### config.mk
export PLATFORM = sky130hd
export DESIGN_NAME = reg_writeback_arbiter_flat
export DESIGN_NICKNAME = d
export VERILOG_FILES = /design/src/rtl/reg_writeback_arbiter_if.sv /design/src/rtl/reg_writeback_arbiter.sv /design/src/flat_wrapper.sv
export SDC_FILE = /design/constraint.sdc
export NUM_CORES = 1
export LEC_CHECK = 0
export BUFFER_PORTS_ARGS = -buffer_cell sky130_fd_sc_hd__buf_2
export CAP_MARGIN = 20
export CELL_PAD_IN_SITES_DETAIL_PLACEMENT = 1
export CELL_PAD_IN_SITES_GLOBAL_PLACEMENT = 2
export CORE_MARGIN = 1.5
export CORE_UTILIZATION = 32
export CTS_BUF_LIST = sky130_fd_sc_hd__clkbuf_4 sky130_fd_sc_hd__clkbuf_8
export DETAILED_ROUTE_END_ITERATION = 16
export PLACE_DENSITY = 0.75
export SYNTH_ARGS = -nofsm -noshare
export SYNTH_HDL_FRONTEND = slang
export SYNTH_SLANG_ARGS = --single-unit
### constraint.sdc
create_clock -name clk -period 3.9 [get_ports clk]
set_clock_uncertainty 0.15 [all_clocks]
set_input_delay 0.585 -clock clk [delete_from_list [all_inputs] [get_ports clk]]
set_output_delay 0.585 -clock clk [all_outputs]
set_load 0.01 [all_outputs]
### src/rtl/reg_writeback_arbiter_if.sv
// Write-back bundle: ALU and long-latency results, scoreboard set/query, register-file write port.
// With OPT_WB_STARVE_GUARD_EN defined the bundle also carries out_alu_hold.
interface reg_writeback_arbiter_if #(
    parameter int DATA_WIDTH = 32,
    parameter int SEL_WIDTH  = 4
);
    // Long-latency handshake: a result transfers on any rising edge where
    // in_lu_valid && out_lu_ready. out_lu_ready never depends on in_lu_valid,
    // and a producer holds sel/data stable while valid is high and not accepted.
    // The ALU path has no ready: every in_alu_valid cycle is taken.
    logic                  in_alu_valid;
    logic [SEL_WIDTH-1:0]  in_alu_sel;
    logic [DATA_WIDTH-1:0] in_alu_data;
    logic                  in_lu_valid;
    logic                  out_lu_ready;
    logic [SEL_WIDTH-1:0]  in_lu_sel;
    logic [DATA_WIDTH-1:0] in_lu_data;
    logic                  in_sb_set_en;
    logic [SEL_WIDTH-1:0]  in_sb_set_sel;
    logic                  out_sb_set_ready;
    logic [SEL_WIDTH-1:0]  in_query_ra;
    logic [SEL_WIDTH-1:0]  in_query_rb;
    logic [SEL_WIDTH-1:0]  in_query_rc;
    logic                  out_busy_ra;
    logic                  out_busy_rb;
    logic                  out_busy_rc;
    logic                  out_write_en;
    logic [SEL_WIDTH-1:0]  out_write_sel;
    logic [DATA_WIDTH-1:0] out_write_data;
`ifdef OPT_WB_STARVE_GUARD_EN
    logic                  out_alu_hold;
`endif

    modport slave (
        input  in_alu_valid, in_alu_sel, in_alu_data,
        input  in_lu_valid, in_lu_sel, in_lu_data,
        input  in_sb_set_en, in_sb_set_sel,
        input  in_query_ra, in_query_rb, in_query_rc,
        output out_lu_ready, out_sb_set_ready,
        output out_busy_ra, out_busy_rb, out_busy_rc,
`ifdef OPT_WB_STARVE_GUARD_EN
        output out_alu_hold,
`endif
        output out_write_en, out_write_sel, out_write_data
    );

    modport master (
        output in_alu_valid, in_alu_sel, in_alu_data,
        output in_lu_valid, in_lu_sel, in_lu_data,
        output in_sb_set_en, in_sb_set_sel,
        output in_query_ra, in_query_rb, in_query_rc,
        input  out_lu_ready, out_sb_set_ready,
        input  out_busy_ra, out_busy_rb, out_busy_rc,
`ifdef OPT_WB_STARVE_GUARD_EN
        input  out_alu_hold,
`endif
        input  out_write_en, out_write_sel, out_write_data
    );
endinterface

### src/rtl/reg_writeback_arbiter.sv
// Merges ALU and buffered long-latency results onto one registered register-file write port,
// and tracks pending writes per register. OPT_WB_STARVE_GUARD_EN enables the ALU-hold starvation guard.
module reg_writeback_arbiter #(
    parameter int DATA_WIDTH     = 32,
    parameter int NUM_REGS       = 16,
    parameter int SEL_WIDTH      = 4,
    parameter int LU_BUF_DEPTH   = 2,
    parameter int PEND_CNT_WIDTH = 2,
    parameter int STARVE_LIMIT   = 4
) (
    input  logic                    clk,
    input  logic                    rst_n,
    reg_writeback_arbiter_if.slave  wb
);
    localparam int PTR_W = (LU_BUF_DEPTH > 1) ? $clog2(LU_BUF_DEPTH) : 1;
    localparam int FILL_W = $clog2(LU_BUF_DEPTH + 1);

    typedef logic [PEND_CNT_WIDTH-1:0] pend_t;

    logic [DATA_WIDTH-1:0] buf_data_q [LU_BUF_DEPTH];
    logic [SEL_WIDTH-1:0]  buf_sel_q  [LU_BUF_DEPTH];
    logic [PTR_W-1:0]      rd_ptr_q, wr_ptr_q;
    logic [FILL_W-1:0]     fill_q, fill_d;
    logic                  buf_empty, buf_full, push, pop;

    logic                  wr_en_q, wr_en_d;
    logic [SEL_WIDTH-1:0]  wr_sel_q, wr_sel_d;
    logic [DATA_WIDTH-1:0] wr_data_q, wr_data_d;

    pend_t                 pend_q [NUM_REGS];
    pend_t                 pend_d [NUM_REGS];
    logic                  sb_ready, set_ok;

    assign buf_empty = (fill_q == '0);
    assign buf_full  = (fill_q == FILL_W'(LU_BUF_DEPTH));
    assign push      = wb.in_lu_valid && !buf_full;
    // Buffer drains only in cycles the ALU leaves the write port free.
    assign pop       = !wb.in_alu_valid && !buf_empty;

    assign wb.out_lu_ready = !buf_full;

    always_comb begin
        fill_d = fill_q;
        case ({push, pop})
            2'b10:   fill_d = fill_q + FILL_W'(1);
            2'b01:   fill_d = fill_q - FILL_W'(1);
            default: fill_d = fill_q;
        endcase
    end

    // Selector 0 is consumed like any other winner but never reaches the register file.
    always_comb begin
        wr_en_d   = 1'b0;
        wr_sel_d  = '0;
        wr_data_d = '0;
        if (wb.in_alu_valid) begin
            if (wb.in_alu_sel != '0) begin
                wr_en_d   = 1'b1;
                wr_sel_d  = wb.in_alu_sel;
                wr_data_d = wb.in_alu_data;
            end
        end else if (!buf_empty) begin
            if (buf_sel_q[rd_ptr_q] != '0) begin
                wr_en_d   = 1'b1;
                wr_sel_d  = buf_sel_q[rd_ptr_q];
                wr_data_d = buf_data_q[rd_ptr_q];
            end
        end
    end

    always_ff @(posedge clk) begin
        if (push) begin
            buf_data_q[wr_ptr_q] <= wb.in_lu_data;
            buf_sel_q[wr_ptr_q]  <= wb.in_lu_sel;
        end
    end

    always_ff @(posedge clk or negedge rst_n) begin
        if (!rst_n) begin
            rd_ptr_q  <= '0;
            wr_ptr_q  <= '0;
            fill_q    <= '0;
            wr_en_q   <= 1'b0;
            wr_sel_q  <= '0;
            wr_data_q <= '0;
        end else begin
            if (push) wr_ptr_q <= wr_ptr_q + PTR_W'(1);
            if (pop)  rd_ptr_q <= rd_ptr_q + PTR_W'(1);
            fill_q    <= fill_d;
            wr_en_q   <= wr_en_d;
            wr_sel_q  <= wr_sel_d;
            wr_data_q <= wr_data_d;
        end
    end

    assign wb.out_write_en   = wr_en_q;
    assign wb.out_write_sel  = wr_sel_q;
    assign wb.out_write_data = wr_data_q;

    // Scoreboard: issue increments, the registered commit decrements, both together cancel.
    assign sb_ready = (pend_q[wb.in_sb_set_sel] != '1);
    assign set_ok   = wb.in_sb_set_en && sb_ready && (wb.in_sb_set_sel != '0);
    assign wb.out_sb_set_ready = sb_ready;

    always_comb begin
        for (int r = 0; r < NUM_REGS; r++) begin
            pend_d[r] = pend_q[r];
            if (r != 0) begin
                if (set_ok && (wb.in_sb_set_sel == SEL_WIDTH'(r)) &&
                    !(wr_en_q && (wr_sel_q == SEL_WIDTH'(r)))) begin
                    pend_d[r] = pend_q[r] + pend_t'(1);
                end else if (wr_en_q && (wr_sel_q == SEL_WIDTH'(r)) &&
                             !(set_ok && (wb.in_sb_set_sel == SEL_WIDTH'(r))) &&
                             (pend_q[r] != '0)) begin
                    pend_d[r] = pend_q[r] - pend_t'(1);
                end
            end else begin
                pend_d[r] = '0;
            end
        end
    end

    always_ff @(posedge clk or negedge rst_n) begin
        if (!rst_n) begin
            for (int r = 0; r < NUM_REGS; r++) pend_q[r] <= '0;
        end else begin
            for (int r = 0; r < NUM_REGS; r++) pend_q[r] <= pend_d[r];
        end
    end

    // Conservative: a commit in flight this cycle still reports busy.
    assign wb.out_busy_ra = (wb.in_query_ra != '0) && (pend_q[wb.in_query_ra] != '0);
    assign wb.out_busy_rb = (wb.in_query_rb != '0) && (pend_q[wb.in_query_rb] != '0);
    assign wb.out_busy_rc = (wb.in_query_rc != '0) && (pend_q[wb.in_query_rc] != '0);

`ifdef OPT_WB_STARVE_GUARD_EN
    localparam int STARVE_W = $clog2(STARVE_LIMIT + 1);

    logic [STARVE_W-1:0] starve_q, starve_d;
    logic                hold_q, hold_d;

    // Counts cycles the buffer head loses to the ALU; hold stays up until the head finally pops.
    always_comb begin
        starve_d = starve_q;
        hold_d   = hold_q;
        if (pop || buf_empty) begin
            starve_d = '0;
        end else if (starve_q != STARVE_W'(STARVE_LIMIT)) begin
            starve_d = starve_q + STARVE_W'(1);
        end
        if (pop) begin
            hold_d = 1'b0;
        end else if (starve_d == STARVE_W'(STARVE_LIMIT)) begin
            hold_d = 1'b1;
        end
    end

    always_ff @(posedge clk or negedge rst_n) begin
        if (!rst_n) begin
            starve_q <= '0;
            hold_q   <= 1'b0;
        end else begin
            starve_q <= starve_d;
            hold_q   <= hold_d;
        end
    end

    assign wb.out_alu_hold = hold_q;
`endif

endmodule
### src/flat_wrapper.sv
// flat-port wrapper written by rule: the top's interface ports become plain ports
module reg_writeback_arbiter_flat 
#(
    parameter int DATA_WIDTH     = 32,
    parameter int NUM_REGS       = 16,
    parameter int SEL_WIDTH      = 4,
    parameter int LU_BUF_DEPTH   = 2,
    parameter int PEND_CNT_WIDTH = 2,
    parameter int STARVE_LIMIT   = 4
)
  (clk, rst_n, wb_in_alu_valid, wb_in_alu_sel, wb_in_alu_data, wb_in_lu_valid, wb_in_lu_sel, wb_in_lu_data, wb_in_sb_set_en, wb_in_sb_set_sel, wb_in_query_ra, wb_in_query_rb, wb_in_query_rc, wb_out_lu_ready, wb_out_sb_set_ready, wb_out_busy_ra, wb_out_busy_rb, wb_out_busy_rc, wb_out_write_en, wb_out_write_sel, wb_out_write_data);
  reg_writeback_arbiter_if #(.DATA_WIDTH(DATA_WIDTH), .SEL_WIDTH(SEL_WIDTH)) wb_i ();
  input  logic clk;
  input  logic rst_n;
  input wire logic [$bits(wb_i.in_alu_valid)-1:0] wb_in_alu_valid;
  input wire logic [$bits(wb_i.in_alu_sel)-1:0] wb_in_alu_sel;
  input wire logic [$bits(wb_i.in_alu_data)-1:0] wb_in_alu_data;
  input wire logic [$bits(wb_i.in_lu_valid)-1:0] wb_in_lu_valid;
  input wire logic [$bits(wb_i.in_lu_sel)-1:0] wb_in_lu_sel;
  input wire logic [$bits(wb_i.in_lu_data)-1:0] wb_in_lu_data;
  input wire logic [$bits(wb_i.in_sb_set_en)-1:0] wb_in_sb_set_en;
  input wire logic [$bits(wb_i.in_sb_set_sel)-1:0] wb_in_sb_set_sel;
  input wire logic [$bits(wb_i.in_query_ra)-1:0] wb_in_query_ra;
  input wire logic [$bits(wb_i.in_query_rb)-1:0] wb_in_query_rb;
  input wire logic [$bits(wb_i.in_query_rc)-1:0] wb_in_query_rc;
  output wire logic [$bits(wb_i.out_lu_ready)-1:0] wb_out_lu_ready;
  output wire logic [$bits(wb_i.out_sb_set_ready)-1:0] wb_out_sb_set_ready;
  output wire logic [$bits(wb_i.out_busy_ra)-1:0] wb_out_busy_ra;
  output wire logic [$bits(wb_i.out_busy_rb)-1:0] wb_out_busy_rb;
  output wire logic [$bits(wb_i.out_busy_rc)-1:0] wb_out_busy_rc;
  output wire logic [$bits(wb_i.out_write_en)-1:0] wb_out_write_en;
  output wire logic [$bits(wb_i.out_write_sel)-1:0] wb_out_write_sel;
  output wire logic [$bits(wb_i.out_write_data)-1:0] wb_out_write_data;
  assign wb_i.in_alu_valid = wb_in_alu_valid;
  assign wb_i.in_alu_sel = wb_in_alu_sel;
  assign wb_i.in_alu_data = wb_in_alu_data;
  assign wb_i.in_lu_valid = wb_in_lu_valid;
  assign wb_i.in_lu_sel = wb_in_lu_sel;
  assign wb_i.in_lu_data = wb_in_lu_data;
  assign wb_i.in_sb_set_en = wb_in_sb_set_en;
  assign wb_i.in_sb_set_sel = wb_in_sb_set_sel;
  assign wb_i.in_query_ra = wb_in_query_ra;
  assign wb_i.in_query_rb = wb_in_query_rb;
  assign wb_i.in_query_rc = wb_in_query_rc;
  assign wb_out_lu_ready = wb_i.out_lu_ready;
  assign wb_out_sb_set_ready = wb_i.out_sb_set_ready;
  assign wb_out_busy_ra = wb_i.out_busy_ra;
  assign wb_out_busy_rb = wb_i.out_busy_rb;
  assign wb_out_busy_rc = wb_i.out_busy_rc;
  assign wb_out_write_en = wb_i.out_write_en;
  assign wb_out_write_sel = wb_i.out_write_sel;
  assign wb_out_write_data = wb_i.out_write_data;
  reg_writeback_arbiter #(.DATA_WIDTH(DATA_WIDTH), .NUM_REGS(NUM_REGS), .SEL_WIDTH(SEL_WIDTH), .LU_BUF_DEPTH(LU_BUF_DEPTH), .PEND_CNT_WIDTH(PEND_CNT_WIDTH), .STARVE_LIMIT(STARVE_LIMIT)) u_core (.clk(clk), .rst_n(rst_n), .wb(wb_i));
endmodule
Yosys cells after proc, flatten, opt, wreduce, memory -nomap -nowiden
Memories as Yosys holds them, arrays and structs flattened.
Index checks and enable logic that the tools add are counted.
W data, S select, Z words.
- bits in registers: 71
- RAM bits: 72
- input port bits: 93
- output and inout port bits: 42
- logic and storage cells: 312
- memories: 2
- add/sub/neg operators: 34
- order comparisons: 4
- equality and inequality tests: 34
- multiplexer cells: 57
- bitwise gates (word level): 4
- reductions and logical operators: 156
- memory list (name ; depth ; bits a word ; rd ports ; clocked after Yosys merged registers in ; wr ports ; line ; text):
    u_core.buf_data_q ; 2 ; 32 ; 1 ; 0 ; 1 ; reg_writeback_arbiter.sv:20 ; logic [DATA_WIDTH-1:0] buf_data_q [LU_BUF_DEPTH];
    u_core.buf_sel_q ; 2 ; 4 ; 1 ; 0 ; 1 ; reg_writeback_arbiter.sv:21 ; logic [SEL_WIDTH-1:0] buf_sel_q [LU_BUF_DEPTH];
- operators with widths (operator ; number):
    $mux W32 ; 4
    $logic_and A1 B1 Y1 ; 82
    $mux W2 ; 38
    $reduce_bool A2 Y1 ; 34
    $eq A4 B4 Y1 const B ; 16
    $logic_not A1 Y1 ; 33
    $add A2 B1 Y2 const B ; 16
    $bmux W2 S4 ; 4
    $eq A4 B3 Y1 const B ; 8
    $sub A2 B1 Y2 const B ; 16
    $reduce_bool A4 Y1 ; 6
    $ge A5 B5 Y1 const B ; 4
    $not A4 Y5 ; 4
    $eq A4 B2 Y1 const B ; 4
    $mux W4 ; 4
    $eq A4 B1 Y1 const B ; 2
    $mux W1 ; 6
    $eq A2 B2 Y1 const B ; 2
    $pmux W2 S2 ; 1
    $add A1 B1 Y1 const B ; 2
    $eq A2 B1 Y1 const B ; 1
    $logic_not A2 Y1 ; 1
    $ne A2 B2 Y1 const B ; 1

Logic depth before layout (Yosys ltp)
Gate-level depths: netlist of run 1.
- depth after elaboration: 13
- gate-level depth with buffers: 10
- gate-level depth less buffers: 6

Worst setup path after synthesis of run 1
No wires, ideal clock.
- path type: register to register
- start point: reg u_core.fill_q[0]
- end point: mem u_core.buf_data_q[0][0], enable pin
- library setup time: 0.429 ns
- arrival: 2.233 ns
- required time: 3.321 ns
- slack: 1.088 ns
- stages on the path, launching flop included: 4
- path buffers: 0
- period minus slack after synthesis: 2.812 ns
- path through: dfrtp_1 > nand2b_1 > nand2_1 > nor2_1
- longest elaborated chain between the ends: 5
- ends and longest elaborated chain (element ; line ; text):
    start, declared ; reg_writeback_arbiter.sv:23 ; logic [FILL_W-1:0] fill_q, fill_d;
    start signal, assigned ; reg_writeback_arbiter.sv:89 ; fill_q <= fill_d;
    $eq A2 B2 Y1 ; reg_writeback_arbiter.sv:35 ; assign buf_full = (fill_q == FILL_W'(LU_BUF_DEPTH));
    $logic_not A1 Y1 ; - ;
    named net wb_out_lu_ready ; flat_wrapper.sv:26 ; output wire logic [$bits(wb_i.out_lu_ready)-1:0] wb_out_lu_ready;
    $logic_and A1 B1 Y1 ; reg_writeback_arbiter.sv:36 ; assign push = wb.in_lu_valid && !buf_full;
    $mux W1 ; reg_writeback_arbiter.sv:72 ; if (push) begin
    $mux W1 (not written as such) ; reg_writeback_arbiter.sv:73 ; buf_data_q[wr_ptr_q] <= wb.in_lu_data;
    end, declared ; reg_writeback_arbiter.sv:20 ;
The timed path passes the listed nets, and every way through them passes these cells.

Worst setup path in the final report of run 1
- start point: in wb_in_sb_set_sel[0]
- end point: out wb_out_sb_set_ready
- longest elaborated chain between the ends: 5
- ends and longest elaborated chain (element ; line ; text):
    start, declared ; flat_wrapper.sv:22 ; input wire logic [$bits(wb_i.in_sb_set_sel)-1:0] wb_in_sb_set_sel;
    $not A4 Y5 (not written as such) ; reg_writeback_arbiter.sv:101 ; assign sb_ready = (pend_q[wb.in_sb_set_sel] != '1);
    $bmux W2 S4 ; reg_writeback_arbiter.sv:101 ;
    $mux W2 (not written as such) (2 in a row) ; reg_writeback_arbiter.sv:101 ;
    $ne A2 B2 Y1 ; reg_writeback_arbiter.sv:101 ;
    end, declared ; flat_wrapper.sv:27 ; output wire logic [$bits(wb_i.out_sb_set_ready)-1:0] wb_out_sb_set_ready;
No other way between the ends. The select of a mux whose other input is x is not followed.

==> impl_metrics.json, run 1 <==
{
  "required_ns": 3.16,
  "num_rows": 52,
  "post_cts_buffers": 0,
  "p_switching_w": 0.00191,
  "met3_usage_pct": 6.07,
  "status": "complete, no violations",
  "r2r-end": "u_core.pend_q[11]",
  "grt_max_degree": 72,
  "p_comb_share_pct": 30.3,
  "ys_types": 56,
  "synth_area_per_cell_um2": 12.2,
  "final_max_slew_viol_count": 0,
  "async_flop_share_pct": 49.7,
  "endpoint_kind": "primary output",
  "dpl_cell_area_mm2": 0.00769,
  "h-tree-depth": 4,
  "start_kind": "primary input",
  "synth_edf_count": 72,
  "post_cts_resized": 0,
  "final-setup-viol-count": 0,
  "drtIter0Drc": 208,
  "hold_viol_final": 0,
  "slowest_delay_ns": 0.58,
  "gr-usage-met2_pct": 29.4,
  "wl_per_cell_um": 18.5,
  "wl_um": 18100,
  "yosysSeqAreaShare_pct": 58.5,
  "place_hpwl_um": 13300,
  "critPathArrivalTime_ns": 2.32,
  "fin_crit_sh_pct": 78.4,
  "path_buf_inv": 2,
  "ios": 135,
  "worstRegToRegCells": 7,
  "finalPower_w": 0.00512,
  "drc": 0,
  "overflow": 0,
  "area_delta_synth_final_pct": 20.7,
  "synth_area_leaders": "edfxtp_1 (32%), dfrtp_1 (26%), mux2i_1 (9.1%)",
  "clock-sinks": 143,
  "r2r_slack_ns": 1.35,
  "cp_cell_sequence": "buf_2 -> mux4_2 -> nor2b_4 -> nor4_4 -> a21o_1 -> buf_2",
  "yosysMostFrequentCell": "edfxtp_1",
  "postRouteAntennaNets": 0,
  "numCtsBuffers": 17,
  "min_period_ns": 3.06,
  "final_cell_area_mm2": 0.00813,
  "pwr-share-seq_pct": 46.9,
  "synth_top_area_share_pct": 32.1,
  "worstSetupPathType": "in2out",
  "drive_gt1_share_pct": 28.5,
  "grt.busiest_layer": "met2",
  "cts_tree": "done",
  "power.internal_w": 0.00321,
  "slew_headroom_pct": 32.2,
  "tightest_slew_ns": 1.02,
  "die_y_um": 148,
  "power-per-cell-area_mw_per_mm2": 630,
  "switching_share_pct": 37.3,
  "drv_cap": 0,
  "grt_pass1_wl_um": 29200,
  "max-clock-path-buffers": 2,
  "rsz0062_at_grt": "no",
  "clk_pin_slew_ns": 0.09,
  "dp_cells": 947,
  "initial_utilization_pct": 33.0,
  "track_usage_pct": 17.2,
  "yosysWarnings": 0,
  "synth_seq_cells": 143,
  "clk_latency_ns": 0.45,
  "io_buffers": 134,
  "setup-tns-final_ns": 0,
  "coreArea_mm2": 0.0204,
  "r2r-start": "u_core.pend_q[26]",
  "fill_cells": 2268,
  "synth_nets": 648,
  "layout.cells.non_filler": 982,
  "path_common_cell": "buf_2",
  "ys.flop_type": "edfxtp_1",
  "clock-root-buffer": "clkbuf_8",
  "die_width_um": 148,
  "power_leakage_nw": 3.44,
  "grt_pass1_vias": 5499,
  "yosysTopAreaCell": "edfxtp_1",
  "clock.fmax_mhz": 327,
  "final_nets": 791,
  "avgViaCountPerCell": 5.12,
  "gp_routability_congestion": 0.808,
  "crit_family": "multiplexers",
  "antenna_found_initial": 6,
  "hold_buffers": 0,
  "whs_ns": 0.144,
  "critPathMaxFanout": 21,
  "synthTopCellsByCount": "edfxtp_1 (72), dfrtp_1 (71), nand2_1 (66), mux2i_1 (61), o21ai_0 (60)",
  "crit_path_top_delay_cell": "mux4_2",
  "hp-class": "in2async",
  "power_frac_clock_pct": 22.8,
  "syn-instance-count": 554,
  "syn_area_mm2": 0.00673,
  "route.vias.total": 5027,
  "die_area_mm2": 0.0219,
  "gr-usage-met1_pct": 20.2,
  "vdd_drop_max_mv": 0.288,
  "firstDrtPassIters": 4
}
[power groups by stage]
| stage | sequential (W) | clock [W] | combinational [W] |
|---|---|---|---|
| 6_report | 0.00240 | 0.00117 | 0.00155 |
| 3_5_place_dp | 0.00243 | 0 | 0.00156 |
| 3_3_place_gp | 0.00240 | 0 | 0.00149 |
| 4_1_cts | 0.00241 | 0.00120 | 0.00156 |
| 2_1_floorplan | 0.00235 | 0 | 0.00100 |
| 5_1_grt | 0.00246 | 0.00125 | 0.00172 |
[metal layers]
metal / up-vias / part of all wire [%] / routed length [um]
li1: 2357 / - / -
met5: - / 0.23 / 41
met3: 29 / 7.0 / 1270
met2: 140 / 49 / 8960
met1: 2495 / 42 / 7600
met4: 6 / 1.5 / 277
[sequential cells by signal, indices dropped and copies added, names as in the netlist]
name	count
u_core.pend_q	30
u_core.buf_sel_q	8
u_core.wb.out_write_data	32
u_core.wr_ptr_q	1
u_core.buf_data_q	64
u_core.wb.out_write_sel	4
u_core.wb.out_write_en	1
u_core.fill_q	2
u_core.rd_ptr_q	1
[how the worst max path moves through the flow]
stage	cells past startpoint	slack, ns	from	end
after global routing	6	0.76	wb_in_sb_set_sel[0]	wb_out_sb_set_ready
after CTS	6	0.84	wb_in_sb_set_sel[0]	wb_out_sb_set_ready
after detailed placement	8	0.70	wb_in_sb_set_sel[0]	u_core.pend_q[10]
after global placement	8	0.78	wb_in_sb_set_sel[0]	u_core.pend_q[10]
after floorplan	3	1.09	u_core.fill_q[0]	u_core.buf_data_q[0][0]
final	6	0.84	wb_in_sb_set_sel[0]	wb_out_sb_set_ready
[per-stage QoR]
| step | util [%] | worst slack (ns) |
|---|---|---|
| detailed placement | 37.7 | 0.697 |
| finish | 39.8 | 0.844 |
| floorplan | - | 1.09 |
| CTS | 39.6 | 0.844 |
| global route | 39.7 | 0.760 |
| global placement | 37.7 | 0.783 |
[cells by family (layout without fill, tap and decap cells)]
logic type | count (synthesis) | after routing | synth area share (%)
other | 0 | 2 | 0
buffers and inverters | 22 | 178 | 1.91
XOR/XNOR | 18 | 18 | 2.34
AO/OA/AOI/OAI | 129 | 129 | 12.5
AND/OR/NAND/NOR | 170 | 170 | 12.2
multiplexers | 71 | 71 | 12.4
adder cells (fa/ha/maj) | 1 | 1 | 0.186
flip-flops | 143 | 143 | 58.5
[area by class of cell]
class	count	area, um^2	area share (%)
Antenna cell	2	5.00	0.0616
Inverter	4	15.0	0.185
Clock buffer	17	234	2.88
Sequential cell	143	3940	48.5
Clock inverter	15	174	2.14
Tap cell	270	338	4.16
Timing Repair Buffer	142	746	9.18
Multi-Input combinational cell	389	2670	32.9
[placed cells by master, fill, tap and decap left out, types with 5 or more instances in the layout]
master / n
a21oi_1: 8
a22oi_1: 5
and2_1: 6
and3_1: 10
buf_2: 133
buf_4: 8
clkbuf_8: 17
dfrtp_1: 70
edfxtp_1: 72
inv_8: 5
mux2i_1: 61
mux4_2: 10
nand2_1: 66
nand3_1: 11
nor2_1: 38
nor3_1: 8
o211ai_1: 5
o21ai_0: 60
o21ai_2: 7
o21bai_1: 10
o22a_1: 5
xnor2_1: 11
xor2_1: 7
(Power assumes the default switching activity.)
==> inputs of run 2 (changes only) <==
- ABC_AREA: not set -> 1
- CORE_UTILIZATION: 32 -> 31
- PLACE_DENSITY: 0.75 -> 0.81
- clock period: 3.9 -> 2.7 ns (I/O delays scaled with it)
==> run 2 against run 1 <==
  * Routed wire length rose by 17%
  * Final cell count is 29% higher
  * Total power up 52%
  * Global-route usage increased by 1.5 points
  * Combinational power rose by 65%
==> impl_metrics.json, run 2 <==
{
  "start_kind": "register",
  "critPathArrivalTime_ns": 2.02,
  "min_period_ns": 2.58,
  "h-tree-depth": 4,
  "crit_family": "simple AND/OR/NAND/NOR gates",
  "avgViaCountPerCell": 4.85,
  "area_delta_synth_final_pct": 26.4,
  "p_switching_w": 0.00311,
  "switching_share_pct": 39.9,
  "r2r_slack_ns": 0.40,
  "synth_seq_cells": 143,
  "ys.flop_type": "edfxtp_1",
  "synth_top_area_share_pct": 31.0,
  "grt_pass1_vias": 6408,
  "tightest_slew_ns": 0.616,
  "cts_tree": "done",
  "drive_gt1_share_pct": 21.2,
  "power_leakage_nw": 4.06,
  "dpl_cell_area_mm2": 0.00804,
  "die_width_um": 153,
  "initial_utilization_pct": 31.7,
  "diodes": 0,
  "drc": 0,
  "clk_latency_ns": 0.45,
  "wl_per_cell_um": 16.8,
  "largest_register": "u_core.buf_data_q",
  "yosysWarnings": 0,
  "grt_max_degree": 38,
  "critPathMaxFanout": 6,
  "final-setup-viol-count": 0,
  "r2r-end": "u_core.wb.out_write_data[2]",
  "cp_cell_sequence": "nor2_1 -> nor2_1 -> o21ai_0 -> nand3_1 -> a32o_1 -> buf_2",
  "clock-root-buffer": "clkbuf_8",
  "postRouteAntennaNets": 0,
  "power-per-cell-area_mw_per_mm2": 886,
  "worstSetupPathType": "reg2out",
  "overflow": 0,
  "track_usage_pct": 18.7,
  "io_buffers": 134,
  "max-clock-path-buffers": 2,
  "synth_area_leaders": "edfxtp_1 (31%), dfrtp_1 (26%), nand2_1 (9.3%)",
  "power.internal_w": 0.00468,
  "r2r-start": "u_core.rd_ptr_q",
  "final_util_pct": 40.1,
  "yosysMostFrequentCell": "nand2_1",
  "worstRegToRegCells": 5,
  "required_ns": 2.14,
  "fin_crit_sh_pct": 95.5,
  "firstDrtPassIters": 6,
  "synthTopCellsByCount": "nand2_1 (173), nor2_1 (139), inv_1 (97), edfxtp_1 (72), dfrtp_1 (71)",
  "num_rows": 54,
  "min_to": "u_core.wb.out_write_data[6]",
  "mostFrequentLayoutCell": "nand2_1",
  "syn_area_mm2": 0.00697,
  "path_buf_inv": 1,
  "endpoint_kind": "primary output",
  "ios": 135,
  "wl_um": 21200,
  "die_area_mm2": 0.0234,
  "rsz0062_at_grt": "no",
  "whs_path_depth": 3,
  "layout.cells.non_filler": 1262,
  "pwr-share-seq_pct": 45.3,
  "numCtsBuffers": 17,
  "whs_ns": 0.0435,
  "final_nets": 1063,
  "power_frac_clock_pct": 21.9,
  "post_cts_buffers": 0,
  "setup-tns-final_ns": 0,
  "clock.fmax_mhz": 388,
  "coreArea_mm2": 0.0220,
  "drv_cap": 0,
  "die_y_um": 153,
  "synth_edf_count": 72,
  "hold_viol_final": 0,
  "hp-class": "in2reg",
  "syn-instance-count": 787,
  "ys_types": 37,
  "final_cell_area_mm2": 0.00880,
  "p_comb_share_pct": 32.8,
  "async_flop_share_pct": 49.7,
  "crit_path_top_delay_cell": "dfrtp_1",
  "dp_cells": 1193,
  "grt_pass1_wl_um": 34100,
  "clk_pin_slew_ns": 0.10,
  "yosysSeqAreaShare_pct": 56.5,
  "most-common-layout-cells": "nand2_1 (173), nor2_1 (136), buf_2 (133)",
  "gp_routability_congestion": 0.810,
  "antenna_found_initial": 1,
  "synth_nets": 881,
  "setup.worst_path.start": "u_core.pend_q[24]",
  "slew_headroom_pct": 58.9,
  "largest_reg_flops": 64,
  "synth_area_per_cell_um2": 8.85,
  "path_common_cell": "nor2_1",
  "final_max_slew_viol_count": 0,
  "holdCritStartpoint": "wb_in_alu_data[6]",
  "slowest_delay_ns": 0.47,
  "drtIter0Drc": 302,
  "route.vias.total": 6121,
  "place_hpwl_um": 15000,
  "yosysTopAreaCell": "edfxtp_1",
  "vdd_drop_max_mv": 0.383,
  "status": "complete, no violations",
  "clock-sinks": 143
}
==> run 2: how the worst max path moves through the flow <==
stage	to	slack, ns	depth (start not counted)
2_1_floorplan	u_core.buf_data_q[1][0]	0.49	4
3_3_place_gp	u_core.pend_q[6]	0.30	15
3_5_place_dp	u_core.pend_q[6]	0.24	15
4_1_cts	wb_out_busy_rc	0.1	6
5_1_grt	wb_out_busy_rb	0.003	6
6_report	wb_out_busy_rc	0.12	6
==> run 2: area by class of cell <==
class                           instances  area (um^2)
Inverter                              100          375
Timing Repair Buffer                  187         1200
Multi-Input combinational cell        520         2550
Clock buffer                           18          241
Clock inverter                         14          148
Sequential cell                       143         3940
Tap cell                              280          350
Fill cell                            2615        13200
==> run 2: power by group through the flow <==
stage / Clock [W] / Sequential (W) / Combinational (W)
after global routing: 0.00184 / 0.00361 / 0.00290
after floorplan: 0 / 0.00343 / 0.00153
after CTS: 0.00177 / 0.00352 / 0.00260
final: 0.00171 / 0.00353 / 0.00256
after global placement: 0 / 0.00355 / 0.00251
after detailed placement: 0 / 0.00356 / 0.00256
==> run 2: routing by layer <==
| metal | wire, um | GRT usage, % | share of wire (%) | up-vias |
|---|---|---|---|---|
| li1 | - | - | - | 2995 |
| met1 | 9710 | 23.8 | 46 | 2958 |
| met2 | 10200 | 31.8 | 48 | 141 |
| met3 | 857 | 3.43 | 4.1 | 25 |
| met4 | 386 | 6.58 | 1.8 | 2 |
| met5 | 12 | 0 | 0.057 | - |
==> run 2: metrics by stage <==
stage	power, W	worst slack, ns
2_1_floorplan	0.00496	0.488
3_3_place_gp	0.00607	0.303
3_5_place_dp	0.00612	0.244
4_1_cts	0.00789	0.0983
5_1_grt	0.00835	0.00265
6_report	0.00779	0.122
==> run 2: cell families after synthesis <==
kind of cell / after synthesis / synth area share (%)
adder cells (fa/ha/maj): 1 / 0.180
AND/OR/NAND/NOR: 416 / 25.5
multiplexers: 5 / 0.719
AO/OA/AOI/OAI: 95 / 9.39
XOR/XNOR: 3 / 0.377
buffers and inverters: 124 / 7.24
flip-flops: 143 / 56.5
==> run 2: timing repair <==
item	4_1_cts	5_1_grt
endpoints found under the setup margin	0	1
gates resized for setup	0	1
endpoints found under the hold margin	101	0
hold buffers	37	0
==> run 2: worst register-to-register path, delay by kind of cell (launching register included) <==
kind	cells	cell delay, ns
buffers and inverters	1	0.29
muxes	1	0.23
and+or+nand+nor	2	0.38
DFF	1	0.74
AOI/OAI and AO/OA	1	0.38
==> inputs of run 3 (changes only) <==
- ABC_AREA: 1 -> not set
- CORE_UTILIZATION: 31 -> 32
- PLACE_DENSITY: 0.81 -> 0.77
==> run 3 against run 2 <==
  * First-iteration DRC count is 28% lower
  * Critical path depth unchanged
  * Fmax is 0.35% lower
  * Sequential cell count unchanged
  * Register-to-register slack got worse by 0.14 ns
  * Final cell count is 15% lower
  * Largest cell class unchanged
==> impl_metrics.json, run 3 (same netlist as run 1, synthesis figures left out) <==
{
  "status": "complete, no violations",
  "r2r-start": "u_core.pend_q[28]",
  "diodes": 0,
  "whs_path_depth": 3,
  "power.internal_w": 0.00501,
  "crit_path_top_delay_cell": "dfrtp_1",
  "r2r-end": "u_core.pend_q[12]",
  "fin_crit_sh_pct": 95.8,
  "overflow": 0,
  "numCtsBuffers": 17,
  "pwr-share-seq_pct": 43.5,
  "rsz0062_at_grt": "yes",
  "final_nets": 878,
  "postRouteAntennaNets": 0,
  "h-tree-depth": 4,
  "tightest_slew_ns": 0.746,
  "finalPower_w": 0.00787,
  "clk_pin_slew_ns": 0.09,
  "die_y_um": 148,
  "die_area_mm2": 0.0219,
  "initial_utilization_pct": 33.0,
  "holdCritStartpoint": "wb_in_alu_data[3]",
  "firstDrtPassIters": 5,
  "most-common-layout-cells": "buf_2 (133), edfxtp_1 (72), nand2_1 (66), dfrtp_1 (66), dlygate4sd3_1 (64)",
  "worstSetupPathType": "reg2out",
  "clock.fmax_mhz": 387,
  "drv_cap": 0,
  "critPathArrivalTime_ns": 2.03,
  "path_buf_inv": 2,
  "clock-root-buffer": "clkbuf_8",
  "coreArea_mm2": 0.0204,
  "grt_pass1_vias": 6139,
  "drc": 0,
  "mostFrequentLayoutCell": "buf_2",
  "fill_cells": 2246,
  "hp-class": "in2reg",
  "min_to": "u_core.wb.out_write_data[3]",
  "largest_register": "u_core.buf_data_q",
  "num_rows": 52,
  "final_cell_area_mm2": 0.00897,
  "hold_viol_final": 0,
  "clk_latency_ns": 0.46,
  "worstRegToRegCells": 9,
  "crit_family": "compound AO/OA/AOI/OAI gates",
  "slowest_delay_ns": 0.51,
  "wl_um": 20200,
  "final_max_slew_viol_count": 0,
  "largest_reg_flops": 64,
  "area_delta_synth_final_pct": 33.2,
  "critPathMaxFanout": 6,
  "antenna_found_initial": 1,
  "die_width_um": 148,
  "ios": 135,
  "place_hpwl_um": 13900,
  "cp_cell_sequence": "a21oi_1 -> a2111oi_4 -> nor4_4 -> buf_6 -> a21o_1 -> buf_2",
  "grt_pass1_wl_um": 32700,
  "r2r_slack_ns": 0.26,
  "route.vias.total": 5406,
  "avgViaCountPerCell": 5.07,
  "io_buffers": 134,
  "p_switching_w": 0.00286,
  "power-per-cell-area_mw_per_mm2": 877,
  "power_frac_clock_pct": 23.4,
  "final-setup-viol-count": 0,
  "required_ns": 2.14,
  "vdd_drop_max_mv": 0.445,
  "dpl_cell_area_mm2": 0.00780,
  "cts_tree": "done",
  "drtIter0Drc": 216,
  "switching_share_pct": 36.3,
  "grt_max_degree": 41,
  "track_usage_pct": 19.3,
  "start_kind": "register",
  "min_period_ns": 2.59,
  "endpoint_kind": "primary output",
  "clock-sinks": 143,
  "gp_routability_congestion": 0.875,
  "drive_gt1_share_pct": 28.9,
  "slew_headroom_pct": 49.9,
  "power_leakage_nw": 3.83,
  "wl_per_cell_um": 18.9,
  "critical_path_depth": 6,
  "p_comb_share_pct": 33.1,
  "max-clock-path-buffers": 2
}
-- run 3: per-layer routing --
metal / share of wire [%] / routed length [um] / vias to the layer above / global-route usage (%)
met2: 53 / 10600 / 162 / 35.2
met1: 41 / 8170 / 2699 / 22.5
met4: 1.5 / 312 / 2 / 5.84
met3: 5.2 / 1040 / 25 / 4.51
met5: 0.084 / 17 / - / 0
li1: - / - / 2518 / -
-- run 3: tightest hold or removal path, delay by kind of cell --
family	cells	cell delay [ns]
buffers and inverters	1	0.08
AO/OA/AOI/OAI	1	0.07
AND/OR/NAND/NOR	1	0.05
-- run 3: through the flow --
step / hold WS (ns) / setup TNS [ns] / setup slack [ns] / cells / util [%]
after global placement: 0.286 / 0 / 0.145 / 959 / 38.2
after CTS: 0.00280 / 0 / 0.0131 / 1065 / 43.8
final: 0.0467 / 0 / 0.113 / 1067 / 43.9
after global routing: 0.0309 / -0.0110 / -0.00704 / 1067 / 43.9
after detailed placement: 0.299 / -0.00928 / -0.00928 / 959 / 38.2
after floorplan: -0.0406 / 0 / 0.324 / 554 / -
-- run 3: cell type report --
class                      count  area [um^2]  area share, %
tap                          270          338           3.77
multi-input combinational    389         2690           29.9
clock inverter                15          190           2.12
inverter                       4         15.0          0.167
clock buffer                  17          234           2.61
timing repair buffer         229         1560           17.4
sequential                   143         3950           44.0
-- run 3: timing repair --
action / 4_1_cts / 5_1_grt
resized for setup: 6 / 9
buffers inserted: 10 / 2
gates cloned: 0 / 0
hold buffers: 64 / 0
pin swaps: 1 / 0
endpoints found under the setup margin: 4 / 6
hold endpoints to repair: 138 / 0
-- run 3: power groups by stage --
stage | combinational [W] | sequential, W | clock, W
after floorplan | 0.00145 | 0.00340 | 0
after global placement | 0.00227 | 0.00344 | 0
after detailed placement | 0.00236 | 0.00349 | 0
after CTS | 0.00259 | 0.00342 | 0.00190
after global routing | 0.00285 | 0.00351 | 0.00199
final | 0.00260 | 0.00342 | 0.00185
-- run 3: how the worst max path moves through the flow --
stage | startpoint | to | slack [ns]
after floorplan | wb_in_sb_set_sel[0] | wb_out_sb_set_ready | 0.32
after global placement | wb_in_sb_set_sel[0] | u_core.pend_q[9] | 0.15
after detailed placement | wb_in_sb_set_sel[0] | u_core.pend_q[9] | -0.009
after CTS | u_core.pend_q[6] | wb_out_busy_rb | 0.01
after global routing | u_core.pend_q[4] | wb_out_busy_rb | -0.007
final | u_core.pend_q[28] | wb_out_sb_set_ready | 0.11
